File: config.mk
export PLATFORM = sky130hd
export DESIGN_NAME = hazard_ctrl_pipe_flat
export DESIGN_NICKNAME = d
export VERILOG_FILES = /design/src/rtl/hazard_ctrl_pipe_if.sv /design/src/rtl/hazard_ctrl_pipe.sv /design/src/flat_wrapper.sv
export SDC_FILE = /design/constraint.sdc
export NUM_CORES = 1
export LEC_CHECK = 0
export CAP_MARGIN = 10
export CORE_UTILIZATION = 45
export CTS_BUF_LIST = sky130_fd_sc_hd__clkbuf_8
export DETAILED_ROUTE_END_ITERATION = 12
export PLACE_DENSITY = 0.88
export RECOVER_POWER = 25
export SLEW_MARGIN = 15
export SYNTH_ARGS = -nofsm -noshare
export SYNTH_HDL_FRONTEND = slang
export SYNTH_SLANG_ARGS = --single-unit
File: constraint.sdc
create_clock -name clk -period 5.7 [get_ports clk]
set_input_delay 1.14 -clock clk [delete_from_list [all_inputs] [get_ports clk]]
set_output_delay 1.14 -clock clk [all_outputs]
set_load 0.01 [all_outputs]
File: src/rtl/hazard_ctrl_pipe_if.sv
// Decode-side controls into, and E/M/W controls plus hazard/forward selects out of, the pipeline sequencer.
// Master drives decode fields and ZeroE; slave returns stage controls, stall/flush, forward selects and retire count.
interface hazard_ctrl_pipe_if #(
  parameter int CNT_W = 32
);
  logic             ValidD;
  logic             RegWriteD;
  logic [1:0]       ResultSrcD;
  logic             MemWriteD;
  logic             JumpD;
  logic             BranchD;
  logic [2:0]       ALUControlD;
  logic             ALUSrcD;
  logic [4:0]       Rs1D;
  logic [4:0]       Rs2D;
  logic [4:0]       RdD;
  logic             ZeroE;

  logic             RegWriteE;
  logic             MemWriteE;
  logic             JumpE;
  logic             BranchE;
  logic             ALUSrcE;
  logic [1:0]       ResultSrcE;
  logic [2:0]       ALUControlE;
  logic             RegWriteM;
  logic             MemWriteM;
  logic [1:0]       ResultSrcM;
  logic [4:0]       RdM;
  logic             RegWriteW;
  logic [1:0]       ResultSrcW;
  logic [4:0]       RdW;
  logic             PCSrcE;
  logic             StallF;
  logic             StallD;
  logic             FlushD;
  logic             FlushE;
  logic [1:0]       ForwardAE;
  logic [1:0]       ForwardBE;
  logic [CNT_W-1:0] RetireCnt;

  modport master (
    output ValidD, RegWriteD, ResultSrcD, MemWriteD, JumpD, BranchD,
           ALUControlD, ALUSrcD, Rs1D, Rs2D, RdD, ZeroE,
    input  RegWriteE, MemWriteE, JumpE, BranchE, ALUSrcE, ResultSrcE,
           ALUControlE, RegWriteM, MemWriteM, ResultSrcM, RdM, RegWriteW,
           ResultSrcW, RdW, PCSrcE, StallF, StallD, FlushD, FlushE,
           ForwardAE, ForwardBE, RetireCnt
  );

  modport slave (
    input  ValidD, RegWriteD, ResultSrcD, MemWriteD, JumpD, BranchD,
           ALUControlD, ALUSrcD, Rs1D, Rs2D, RdD, ZeroE,
    output RegWriteE, MemWriteE, JumpE, BranchE, ALUSrcE, ResultSrcE,
           ALUControlE, RegWriteM, MemWriteM, ResultSrcM, RdM, RegWriteW,
           ResultSrcW, RdW, PCSrcE, StallF, StallD, FlushD, FlushE,
           ForwardAE, ForwardBE, RetireCnt
  );
endinterface

File: src/rtl/hazard_ctrl_pipe.sv
// 5-stage control-path sequencer: E/M/W control registers, load-use and branch hazards, forwarding, retire counter.
// Controls reach E/M/W 1/2/3 cycles after decode; no backpressure beyond StallF/StallD on load-use.
module hazard_ctrl_pipe #(
  parameter int CNT_W = 32
) (
  input  logic              clk,
  input  logic              rst_n,
  hazard_ctrl_pipe_if.slave pif
);

  typedef struct packed {
    logic       valid;
    logic       reg_write;
    logic [1:0] result_src;
    logic       mem_write;
    logic       jump;
    logic       branch;
    logic [2:0] alu_control;
    logic       alu_src;
    logic [4:0] rs1;
    logic [4:0] rs2;
    logic [4:0] rd;
  } ex_ctrl_t;

  typedef struct packed {
    logic       valid;
    logic       reg_write;
    logic       mem_write;
    logic [1:0] result_src;
    logic [4:0] rd;
  } mem_ctrl_t;

  typedef struct packed {
    logic       valid;
    logic       reg_write;
    logic [1:0] result_src;
    logic [4:0] rd;
  } wb_ctrl_t;

  ex_ctrl_t         ex_q, ex_d;
  mem_ctrl_t        mem_q, mem_d;
  wb_ctrl_t         wb_q, wb_d;
  logic [CNT_W-1:0] retire_cnt_q, retire_cnt_d;

  logic             pc_src;
  logic             lw_stall;
  logic             flush_e;

  // MEM result wins over WB because it is the younger write to the same register.
  function automatic logic [1:0] fwd_sel(input logic [4:0] rs,
                                         input mem_ctrl_t m,
                                         input wb_ctrl_t  w);
    logic [1:0] sel;
    sel = 2'b00;
    if (m.reg_write && (m.rd != 5'd0) && (m.rd == rs)) begin
      sel = 2'b10;
    end else if (w.reg_write && (w.rd != 5'd0) && (w.rd == rs)) begin
      sel = 2'b01;
    end
    return sel;
  endfunction

  always_comb begin
    pc_src   = (ex_q.branch & pif.ZeroE) | ex_q.jump;
    lw_stall = (ex_q.result_src == 2'b01) && (ex_q.rd != 5'd0) &&
               ((pif.Rs1D == ex_q.rd) || (pif.Rs2D == ex_q.rd));
    flush_e  = lw_stall | pc_src;
  end

  always_comb begin
    ex_d = '0;
    if (!flush_e) begin
      ex_d.valid       = pif.ValidD;
      ex_d.reg_write   = pif.RegWriteD;
      ex_d.result_src  = pif.ResultSrcD;
      ex_d.mem_write   = pif.MemWriteD;
      ex_d.jump        = pif.JumpD;
      ex_d.branch      = pif.BranchD;
      ex_d.alu_control = pif.ALUControlD;
      ex_d.alu_src     = pif.ALUSrcD;
      ex_d.rs1         = pif.Rs1D;
      ex_d.rs2         = pif.Rs2D;
      ex_d.rd          = pif.RdD;
    end
  end

  always_comb begin
    mem_d            = '0;
    mem_d.valid      = ex_q.valid;
    mem_d.reg_write  = ex_q.reg_write;
    mem_d.mem_write  = ex_q.mem_write;
    mem_d.result_src = ex_q.result_src;
    mem_d.rd         = ex_q.rd;

    wb_d             = '0;
    wb_d.valid       = mem_q.valid;
    wb_d.reg_write   = mem_q.reg_write;
    wb_d.result_src  = mem_q.result_src;
    wb_d.rd          = mem_q.rd;

    retire_cnt_d     = retire_cnt_q + CNT_W'(wb_q.valid);
  end

  always_ff @(posedge clk) begin
    if (!rst_n) begin
      ex_q         <= '0;
      mem_q        <= '0;
      wb_q         <= '0;
      retire_cnt_q <= '0;
    end else begin
      ex_q         <= ex_d;
      mem_q        <= mem_d;
      wb_q         <= wb_d;
      retire_cnt_q <= retire_cnt_d;
    end
  end

  assign pif.RegWriteE   = ex_q.reg_write;
  assign pif.MemWriteE   = ex_q.mem_write;
  assign pif.JumpE       = ex_q.jump;
  assign pif.BranchE     = ex_q.branch;
  assign pif.ALUSrcE     = ex_q.alu_src;
  assign pif.ResultSrcE  = ex_q.result_src;
  assign pif.ALUControlE = ex_q.alu_control;
  assign pif.RegWriteM   = mem_q.reg_write;
  assign pif.MemWriteM   = mem_q.mem_write;
  assign pif.ResultSrcM  = mem_q.result_src;
  assign pif.RdM         = mem_q.rd;
  assign pif.RegWriteW   = wb_q.reg_write;
  assign pif.ResultSrcW  = wb_q.result_src;
  assign pif.RdW         = wb_q.rd;
  assign pif.PCSrcE      = pc_src;
  assign pif.StallF      = lw_stall;
  assign pif.StallD      = lw_stall;
  assign pif.FlushD      = pc_src;
  assign pif.FlushE      = flush_e;
  assign pif.ForwardAE   = fwd_sel(ex_q.rs1, mem_q, wb_q);
  assign pif.ForwardBE   = fwd_sel(ex_q.rs2, mem_q, wb_q);
  assign pif.RetireCnt   = retire_cnt_q;

endmodule

File: src/flat_wrapper.sv
// flat-port wrapper written by rule: the top's interface ports become plain ports
module hazard_ctrl_pipe_flat 
#(
  parameter int CNT_W = 32
)
  (clk, rst_n, pif_ValidD, pif_RegWriteD, pif_ResultSrcD, pif_MemWriteD, pif_JumpD, pif_BranchD, pif_ALUControlD, pif_ALUSrcD, pif_Rs1D, pif_Rs2D, pif_RdD, pif_ZeroE, pif_RegWriteE, pif_MemWriteE, pif_JumpE, pif_BranchE, pif_ALUSrcE, pif_ResultSrcE, pif_ALUControlE, pif_RegWriteM, pif_MemWriteM, pif_ResultSrcM, pif_RdM, pif_RegWriteW, pif_ResultSrcW, pif_RdW, pif_PCSrcE, pif_StallF, pif_StallD, pif_FlushD, pif_FlushE, pif_ForwardAE, pif_ForwardBE, pif_RetireCnt);
  hazard_ctrl_pipe_if #(.CNT_W(CNT_W)) pif_i ();
  input  logic clk;
  input  logic rst_n;
  input wire logic [$bits(pif_i.ValidD)-1:0] pif_ValidD;
  input wire logic [$bits(pif_i.RegWriteD)-1:0] pif_RegWriteD;
  input wire logic [$bits(pif_i.ResultSrcD)-1:0] pif_ResultSrcD;
  input wire logic [$bits(pif_i.MemWriteD)-1:0] pif_MemWriteD;
  input wire logic [$bits(pif_i.JumpD)-1:0] pif_JumpD;
  input wire logic [$bits(pif_i.BranchD)-1:0] pif_BranchD;
  input wire logic [$bits(pif_i.ALUControlD)-1:0] pif_ALUControlD;
  input wire logic [$bits(pif_i.ALUSrcD)-1:0] pif_ALUSrcD;
  input wire logic [$bits(pif_i.Rs1D)-1:0] pif_Rs1D;
  input wire logic [$bits(pif_i.Rs2D)-1:0] pif_Rs2D;
  input wire logic [$bits(pif_i.RdD)-1:0] pif_RdD;
  input wire logic [$bits(pif_i.ZeroE)-1:0] pif_ZeroE;
  output wire logic [$bits(pif_i.RegWriteE)-1:0] pif_RegWriteE;
  output wire logic [$bits(pif_i.MemWriteE)-1:0] pif_MemWriteE;
  output wire logic [$bits(pif_i.JumpE)-1:0] pif_JumpE;
  output wire logic [$bits(pif_i.BranchE)-1:0] pif_BranchE;
  output wire logic [$bits(pif_i.ALUSrcE)-1:0] pif_ALUSrcE;
  output wire logic [$bits(pif_i.ResultSrcE)-1:0] pif_ResultSrcE;
  output wire logic [$bits(pif_i.ALUControlE)-1:0] pif_ALUControlE;
  output wire logic [$bits(pif_i.RegWriteM)-1:0] pif_RegWriteM;
  output wire logic [$bits(pif_i.MemWriteM)-1:0] pif_MemWriteM;
  output wire logic [$bits(pif_i.ResultSrcM)-1:0] pif_ResultSrcM;
  output wire logic [$bits(pif_i.RdM)-1:0] pif_RdM;
  output wire logic [$bits(pif_i.RegWriteW)-1:0] pif_RegWriteW;
  output wire logic [$bits(pif_i.ResultSrcW)-1:0] pif_ResultSrcW;
  output wire logic [$bits(pif_i.RdW)-1:0] pif_RdW;
  output wire logic [$bits(pif_i.PCSrcE)-1:0] pif_PCSrcE;
  output wire logic [$bits(pif_i.StallF)-1:0] pif_StallF;
  output wire logic [$bits(pif_i.StallD)-1:0] pif_StallD;
  output wire logic [$bits(pif_i.FlushD)-1:0] pif_FlushD;
  output wire logic [$bits(pif_i.FlushE)-1:0] pif_FlushE;
  output wire logic [$bits(pif_i.ForwardAE)-1:0] pif_ForwardAE;
  output wire logic [$bits(pif_i.ForwardBE)-1:0] pif_ForwardBE;
  output wire logic [$bits(pif_i.RetireCnt)-1:0] pif_RetireCnt;
  assign pif_i.ValidD = pif_ValidD;
  assign pif_i.RegWriteD = pif_RegWriteD;
  assign pif_i.ResultSrcD = pif_ResultSrcD;
  assign pif_i.MemWriteD = pif_MemWriteD;
  assign pif_i.JumpD = pif_JumpD;
  assign pif_i.BranchD = pif_BranchD;
  assign pif_i.ALUControlD = pif_ALUControlD;
  assign pif_i.ALUSrcD = pif_ALUSrcD;
  assign pif_i.Rs1D = pif_Rs1D;
  assign pif_i.Rs2D = pif_Rs2D;
  assign pif_i.RdD = pif_RdD;
  assign pif_i.ZeroE = pif_ZeroE;
  assign pif_RegWriteE = pif_i.RegWriteE;
  assign pif_MemWriteE = pif_i.MemWriteE;
  assign pif_JumpE = pif_i.JumpE;
  assign pif_BranchE = pif_i.BranchE;
  assign pif_ALUSrcE = pif_i.ALUSrcE;
  assign pif_ResultSrcE = pif_i.ResultSrcE;
  assign pif_ALUControlE = pif_i.ALUControlE;
  assign pif_RegWriteM = pif_i.RegWriteM;
  assign pif_MemWriteM = pif_i.MemWriteM;
  assign pif_ResultSrcM = pif_i.ResultSrcM;
  assign pif_RdM = pif_i.RdM;
  assign pif_RegWriteW = pif_i.RegWriteW;
  assign pif_ResultSrcW = pif_i.ResultSrcW;
  assign pif_RdW = pif_i.RdW;
  assign pif_PCSrcE = pif_i.PCSrcE;
  assign pif_StallF = pif_i.StallF;
  assign pif_StallD = pif_i.StallD;
  assign pif_FlushD = pif_i.FlushD;
  assign pif_FlushE = pif_i.FlushE;
  assign pif_ForwardAE = pif_i.ForwardAE;
  assign pif_ForwardBE = pif_i.ForwardBE;
  assign pif_RetireCnt = pif_i.RetireCnt;
  hazard_ctrl_pipe #(.CNT_W(CNT_W)) u_core (.clk(clk), .rst_n(rst_n), .pif(pif_i));
endmodule
# ---- Yosys cells after proc, flatten, opt, wreduce, memory -nomap -nowiden
# Cells that the tools add are included.
dict set report totals {
  reg_bits 77
  inputBits 29
  out_inout_bits 68
  word_cells 50
}
dict set report op_classes {
  add_sub_neg 1
  n_eq_ne 7
  n_mux 4
  bitwise 4
  n_reduce_logical 13
}
# operator n
set op_table {}
lappend op_table {{32-bit by 1-bit adder with 32-bit output} 1}
lappend op_table {{5-bit == test} 6}
lappend op_table {{5-bit nonzero test} 3}
lappend op_table {{1-bit logical AND} 8}
lappend op_table {{2-bit 2-to-1 mux} 2}
lappend op_table {{2-bit by 1-bit == test with 1-bit output, second input constant} 1}
lappend op_table {{1-bit 2-to-1 mux} 2}
lappend op_table {{1-bit OR} 2}
lappend op_table {{2-bit OR reduction} 1}
lappend op_table {{1-bit bitwise AND} 1}
lappend op_table {{1-bit logical OR} 1}
lappend op_table {{1-bit NOT} 1}

# ---- Longest topological paths before layout
# Gate-level depths: netlist of run 1.
dict set report depth {
  depth_word 5
  depth_mapped 7
  mapped_depth_nobuf 6
}

# ---- Worst setup path before layout of run 1
# OpenSTA, ideal clock, no wires.
dict set report synth_path {
  path_kind {input-to-output}
  startpoint {input port pif_Rs1D[4]}
  endpoint {output port pif_StallF}
  t_arrival_ns 2.173
  t_required_ns 4.560
  setup_slack_ns 2.387
  cell_stages 5
  path_buffers 1
  cell_sequence {xnor2_1 -> nand3_1 -> o22ai_1 -> and2_1 -> buf_4}
}
dict set report synth_between {
  elab_chain_len 3
}
# element line
set synth_rtl {}
lappend synth_rtl {{from (decl)} flat_wrapper.sv:18} ;# input wire logic [$bits(pif_i.Rs1D)-1:0] pif_Rs1D;
lappend synth_rtl {{5-bit == test} hazard_ctrl_pipe.sv:66} ;# ((pif.Rs1D == ex_q.rd) || (pif.Rs2D == ex_q.rd));
lappend synth_rtl {{1-bit logical OR} hazard_ctrl_pipe.sv:66}
lappend synth_rtl {{1-bit logical AND} hazard_ctrl_pipe.sv:65} ;# lw_stall = (ex_q.result_src == 2'b01) && (ex_q.rd != 5'd0) &&
lappend synth_rtl {{to (decl)} flat_wrapper.sv:37} ;# output wire logic [$bits(pif_i.StallF)-1:0] pif_StallF;
# No other way between the ends.

# ---- Final worst setup path of run 1
dict set report layout_path {
  startpoint {input port rst_n}
  endpoint {register u_core.retire_cnt_q[26], in the netlist u_core.pif.RetireCnt[26]}
}
# element line
set layout_lines {}
lappend layout_lines {{from (decl)} flat_wrapper.sv:9} ;# input logic rst_n;
lappend layout_lines {{to (signal assigned)} hazard_ctrl_pipe.sv:114} ;# retire_cnt_q <= retire_cnt_d;
lappend layout_lines {{to (decl)} hazard_ctrl_pipe.sv:43} ;# logic [CNT_W-1:0] retire_cnt_q, retire_cnt_d;
# No word-level cell between the ends.

==> impl_metrics.json, run 1 <==
{
  "gr-total-overflow": 0,
  "r2r_cells": 6,
  "cts_buffer_depth": 2,
  "post-route-period-util": 0.7155,
  "timing_hold_violations_final": 0,
  "numCtsBuffers": 9,
  "port_buffers": 96,
  "n_fill_cell": 606,
  "io_pins": 97,
  "required_ps": 5940,
  "die_area_um2": 7778,
  "final_core_util": 0.6160,
  "grt_antenna_before_repair": 0,
  "setup_viol": 0,
  "drv_slew": 51,
  "dr.pass1.iters": 4,
  "drc_errors": 0,
  "seq_area_frac_synth": 0.4611,
  "cts.htree.levels": 3,
  "synthCells": 373,
  "root_buffer": "clkbuf_8",
  "endpoint": "u_core.pif.RetireCnt[26]",
  "fin_crit_ps": 4078,
  "power.leakage_nw": 1.591,
  "cts_hold_buf": 0,
  "nNetsFinal": 475,
  "drt_iter0_drc": 77,
  "syn_to_final_growth_pct": 32.93,
  "path_clk_slew_ps": 80,
  "synth_nets": 404,
  "max_freq_mhz": 245.2,
  "seqCellArea_um2": 1541,
  "critPathMaxFanout": 50,
  "synth_area_per_cell_um2": 8.963,
  "end_kind": "flop",
  "failed_checks": "max-capacitance violations, max-slew violations",
  "peakVddDrop_v": 0.0001937,
  "min_path_type": "reg2reg",
  "r2r-end": "u_core.pif.RetireCnt[26]",
  "start_kind": "primary input",
  "maxCapViolCount": 1,
  "start_util": 0.4634,
  "synthesis.area_um2": 3343,
  "worstMarginPinSlew_ps": 1855,
  "cts_resized": 0,
  "multi_input_area_um2": 1560,
  "relSlewSlack": -0.2369,
  "ys_warn_count": 0,
  "antenna_cells": 0,
  "num_vias": 2917,
  "gp_congestion": 0.8410,
  "wl_mm": 7.413,
  "clk_latency_ps": 340,
  "grt_max_degree": 51,
  "grt_setup_unrepaired": "false",
  "ant_nets": 0,
  "fp.coreArea_um2": 7214,
  "r2r_start": "u_core.pif.RetireCnt[0]",
  "wl_per_cell_um": 13.53,
  "finClkSkew_ps": 11.86,
  "hold_depth": 1,
  "r2r_slack_ps": 3130,
  "clkSinkCount": 77,
  "die_w_um": 88.20,
  "cts_tree": "yes",
  "yosysUniqueCellTypes": 31,
  "synth_seq_cells": 77,
  "fin_tns_setup_ps": 0,
  "arrival_ps": 4310,
  "die_y_um": 88.20,
  "num_rows": 31,
  "crit_path_start": "rst_n",
  "viasPerCell": 5.323,
  "dp_hpwl_mm": 5.269,
  "drive_gt1_frac": 0.05122,
  "grt_pass1_wl_mm": 11.75,
  "post_cts_buffers": 0,
  "criticalPathCategory": "in2reg",
  "status": "finished with violations",
  "powerDensity_nw_per_um2": 247.6,
  "grt_use_total": 0.1942,
  "grt_pass1_vias": 2550
}
cell families (layout without fill, tap and decap cells):
| kind of cell | after synthesis | in the layout | synth area share |
|---|---|---|---|
| AOI/OAI and AO/OA | 67 | 67 | 0.1097 |
| xor gates and xnor gates | 41 | 41 | 0.1074 |
| muxes | 1 | 1 | 0.002994 |
| and+or+nand+nor | 138 | 138 | 0.2347 |
| DFF | 77 | 77 | 0.4611 |
| buffers and inverters | 47 | 123 | 0.07672 |
| adders and majority gates | 2 | 2 | 0.007484 |
metal layers:
metal / global-route usage / vias up / part of all wire
li1: - / 1443 / -
met1: 0.2398 / 1356 / 0.44
met2: 0.3091 / 108 / 0.47
met3: 0.06975 / 10 / 0.071
met4: 0.07625 / 0 / 0.017
met5: 0 / - / 0
worst min path at each step:
| stage | start | to | slack [ps] |
|---|---|---|---|
| floorplan | u_core.ex_q[25] | u_core.mem_q[9] | 410 |
| global placement | u_core.ex_q[25] | u_core.mem_q[9] | 420 |
| detailed placement | u_core.ex_q[25] | u_core.mem_q[9] | 420 |
| CTS | u_core.ex_q[25] | u_core.mem_q[9] | 430 |
| global route | u_core.ex_q[25] | u_core.mem_q[9] | 450 |
| finish | u_core.ex_q[25] | u_core.mem_q[9] | 430 |
flip-flops by register name (all words and copies together) (netlist names), 2 cells and up:
register / flops
u_core.ex_q: 16
u_core.pif.RdM: 5
u_core.pif.ALUControlE: 3
u_core.pif.RetireCnt: 32
u_core.pif.ResultSrcW: 2
u_core.pif.RdW: 5
u_core.pif.ResultSrcM: 2
u_core.pif.ResultSrcE: 2
worst max-delay path, stage by stage:
cell and delay (ps):
dlygate4sd3_1 520, clkbuf_1 1320, inv_1 960, a21oi_1 350
cells in the final DEF (no fill, tap or decap), types with 2 or more instances in the layout:
cell             Yosys  final
clkdlybuf4s50_1      0     93
dfxtp_1             77     77
a21oi_1             45     44
nand3_1             39     39
xnor2_1             25     25
and2_1              24     18
or4_1               17     17
xor2_1              16     16
nand2_1             13     13
nor2_1              13     13
o31ai_1             11     11
clkbuf_8             0      9
o21ai_0              7      7
inv_1                7      7
or3_1                7      7
and2_0               0      6
nand4_1              6      6
nor4_1               5      5
nor3_1               5      5
and4_1               3      3
inv_6                0      3
dlygate4sd3_1        0      3
buf_4               21      3
o21ai_1              2      2
ha_1                 2      2
clkinv_4             0      2
through the flow:
step,area [µm²],power (W),cells,hold WS [ps],setup WS [ps]
after CTS,4448,0.001111,548,433.4,1714
after global placement,4243,0.0006907,532,418.6,1785
after detailed placement,4243,0.0006939,532,421.5,1718
after floorplan,3343,0.0006427,373,411.9,2387
final,4444,0.001100,548,431.1,1622
after global routing,4444,0.001148,548,453.5,1282
where the power goes:
part	internal, W	switching, W
clock	0.000208	0.000211
combinational	0.0000612	0.0000506
sequential	0.000554	0.0000151
total	0.000824	0.000276
cells in the mapped netlist (all sizes together):
cell	count	area share
nor3b	2	0.0045
inv	7	0.0079
a21oi	45	0.067
xnor2	25	0.065
o22ai	1	0.0019
nand4	7	0.015
nand3	39	0.058
mux2i	1	0.0030
clkbuf	17	0.019
or4	17	0.038
nand3b	1	0.0022
nand2	13	0.015
or3	7	0.013
nor2	13	0.015
a21o	1	0.0022
o31ai	11	0.025
nor3	5	0.0075
dfxtp	77	0.46
ha	2	0.0075
and2	24	0.045
nor4	5	0.0094
nand2b	1	0.0019
buf	23	0.050
nor4b	1	0.0026
and4	3	0.0079
xor2	16	0.042
o21ai	9	0.013
final cells by class:
cell class	count	share of cell area
Clock buffer	9	0.02787
Clock inverter	7	0.01830
Multi-Input combinational cell	249	0.3511
Inverter	7	0.005912
Tap cell	99	0.02787
Timing Repair Buffer	100	0.2221
Sequential cell	77	0.3468
Power figures use the tool's default switching activity.
==> inputs of run 2 (changes only) <==
- CORE_UTILIZATION: 45 -> 44
- PLACE_DENSITY: 0.88 -> 0.9
- clock period: 5.7 -> 3.6 ns (I/O delays scaled with it)
==> run 2 against run 1 <==
Effect of this change: largest cell class unchanged; setup slack worse by 1400 ps; die area is 2.2% higher; critical endpoint is now pif_StallD; clock power is 49% higher; highest routed layer unchanged; cell count stayed put; wire length is 6.2% higher; register-to-register slack worse by 2100 ps; total power is 54% higher; global-route usage is 1.5 points higher; the run now ends clean; final area is 0.42% lower; first-iteration DRC count is 70% higher; largest power group unchanged; clock skew is 6.0 ps lower; sequential cell count stayed put.
==> impl_metrics.json, run 2 (synthesis results as in run 1) <==
{
  "status": "completed",
  "die_area_um2": 7950,
  "clkSinkCount": 77,
  "drive_gt1_frac": 0.04454,
  "drc_errors": 0,
  "finClkSkew_ps": 5.846,
  "crit_buf_inv": 2,
  "gr-total-overflow": 0,
  "final_core_util": 0.6069,
  "crit_slowest_cell": "dlygate4sd3_1",
  "nNetsFinal": 475,
  "gp_congestion": 0.8324,
  "cts_tree": "yes",
  "setup_slack_ps": 180.8,
  "r2r_slack_ps": 1050,
  "num_rows": 31,
  "grt_antenna_before_repair": 0,
  "arrival_ps": 2700,
  "mostFrequentLayoutCells": "clkdlybuf4s50_1, dfxtp_1, a21oi_1, nand3_1, xnor2_1",
  "grt_use_total": 0.2092,
  "root_buffer": "clkbuf_8",
  "min_path_type": "reg2reg",
  "die_y_um": 89.17,
  "powerDensity_nw_per_um2": 383.8,
  "start_kind": "primary input",
  "required_ps": 2880,
  "port_buffers": 96,
  "setup_viol": 0,
  "antenna_cells": 0,
  "max_freq_mhz": 292.5,
  "use_met1": 0.2511,
  "peakVddDrop_v": 0.0001771,
  "hold_depth": 1,
  "relSlewSlack": 0.3029,
  "clk_latency_ps": 340,
  "ant_nets": 0,
  "r2r_cells": 6,
  "grt_pass1_wl_mm": 12.64,
  "start_util": 0.4585,
  "worstMarginPinSlew_ps": 1046,
  "place_ws_ps": 362.8,
  "cts_resized": 0,
  "num_vias": 2940,
  "grt_setup_unrepaired": "false",
  "fin_tns_setup_ps": 0,
  "maxCapViolCount": 0,
  "fp.coreArea_um2": 7292,
  "globalRouteMet2Util": 0.3428,
  "cp.depth": 6,
  "n_fill_cell": 621,
  "fin_crit_ps": 3419,
  "grt_pass1_vias": 2755,
  "wl_per_cell_um": 14.37,
  "io_pins": 97,
  "largest_reg_flops": 32,
  "gr-max-usage-layer": "met2",
  "end_kind": "primary output",
  "power.leakage_nw": 1.619,
  "die_w_um": 89.17,
  "viasPerCell": 5.365,
  "cts_hold_buf": 0,
  "use_met3": 0.06464,
  "critPathMaxFanout": 3,
  "drt_iter0_drc": 131,
  "cts.htree.levels": 3,
  "criticalPathCategory": "in2out",
  "crit_family": "buffers and inverters",
  "path_clk_slew_ps": 70,
  "wl_mm": 7.876,
  "dp_hpwl_mm": 5.601,
  "max_stage_delay_ps": 580,
  "cts_buffer_depth": 2,
  "crit_chain": "dlygate4sd3_1, xnor2_1, nand3_1, o22ai_1, and2_1, clkdlybuf4s50_1",
  "numCtsBuffers": 9,
  "post-route-period-util": 0.9498,
  "final_common_cell": "clkdlybuf4s50_1",
  "grt_max_degree": 51,
  "timing_hold_violations_final": 0,
  "post_cts_buffers": 0,
  "drv_slew": 0,
  "syn_to_final_growth_pct": 32.37,
  "dr.pass1.iters": 4
}
-- run 2: changes by cell type in the layout (fill, tap and decap cells not counted), moves of 2 or more --
cell / previous run / this run
inv_1: 7 / 9
clkdlybuf4s50_1: 93 / 82
clkinv_2: 0 / 2
clkinv_4: 2 / 0
inv_6: 3 / 0
dlygate4sd3_1: 3 / 14
-- run 2: through the flow --
step / hold slack, ps / total power [W] / area [µm²] / std cells
5_1_grt: 461.2 / 0.001781 / 4425 / 548
3_3_place_gp: 422.3 / 0.001095 / 4243 / 532
6_report: 437.0 / 0.001699 / 4425 / 548
2_1_floorplan: 411.9 / 0.001018 / 3343 / 373
3_5_place_dp: 422.9 / 0.001100 / 4243 / 532
4_1_cts: 437.7 / 0.001721 / 4436 / 548
-- run 2: where the power goes --
| part | switching [W] | internal, W | total, W |
|---|---|---|---|
| Sequential | 0.0000234 | 0.000878 | 0.000901 |
| Clock | 0.000292 | 0.000332 | 0.000624 |
| Combinational | 0.0000799 | 0.0000933 | 0.000173 |
-- run 2: layer usage --
layer	up-vias	share of wire
met2	117	0.48
met3	20	0.069
li1	1432	-
met5	-	0
met1	1371	0.42
met4	0	0.027
-- run 2: cell type report --
cell class	count	area [µm²]	area share
clock buffer	10	137.6	0.03110
clock inverter	6	55.05	0.01244
inverter	7	26.28	0.005937
multi-input combinational	249	1554	0.3511
sequential	77	1541	0.3483
tap	99	123.9	0.02799
timing repair buffer	100	987.2	0.2231
-- run 2: path summary, 6_finish.rpt --
| check | from | end |
|---|---|---|
| worst max-delay path | pif_Rs1D[0] | pif_StallD |
| worst min-delay path | u_core.mem_q[9] | u_core.wb_q[8] |
| worst max register to register | u_core.pif.RetireCnt[0] | u_core.pif.RetireCnt[22] |
| worst min register to register | u_core.mem_q[9] | u_core.wb_q[8] |
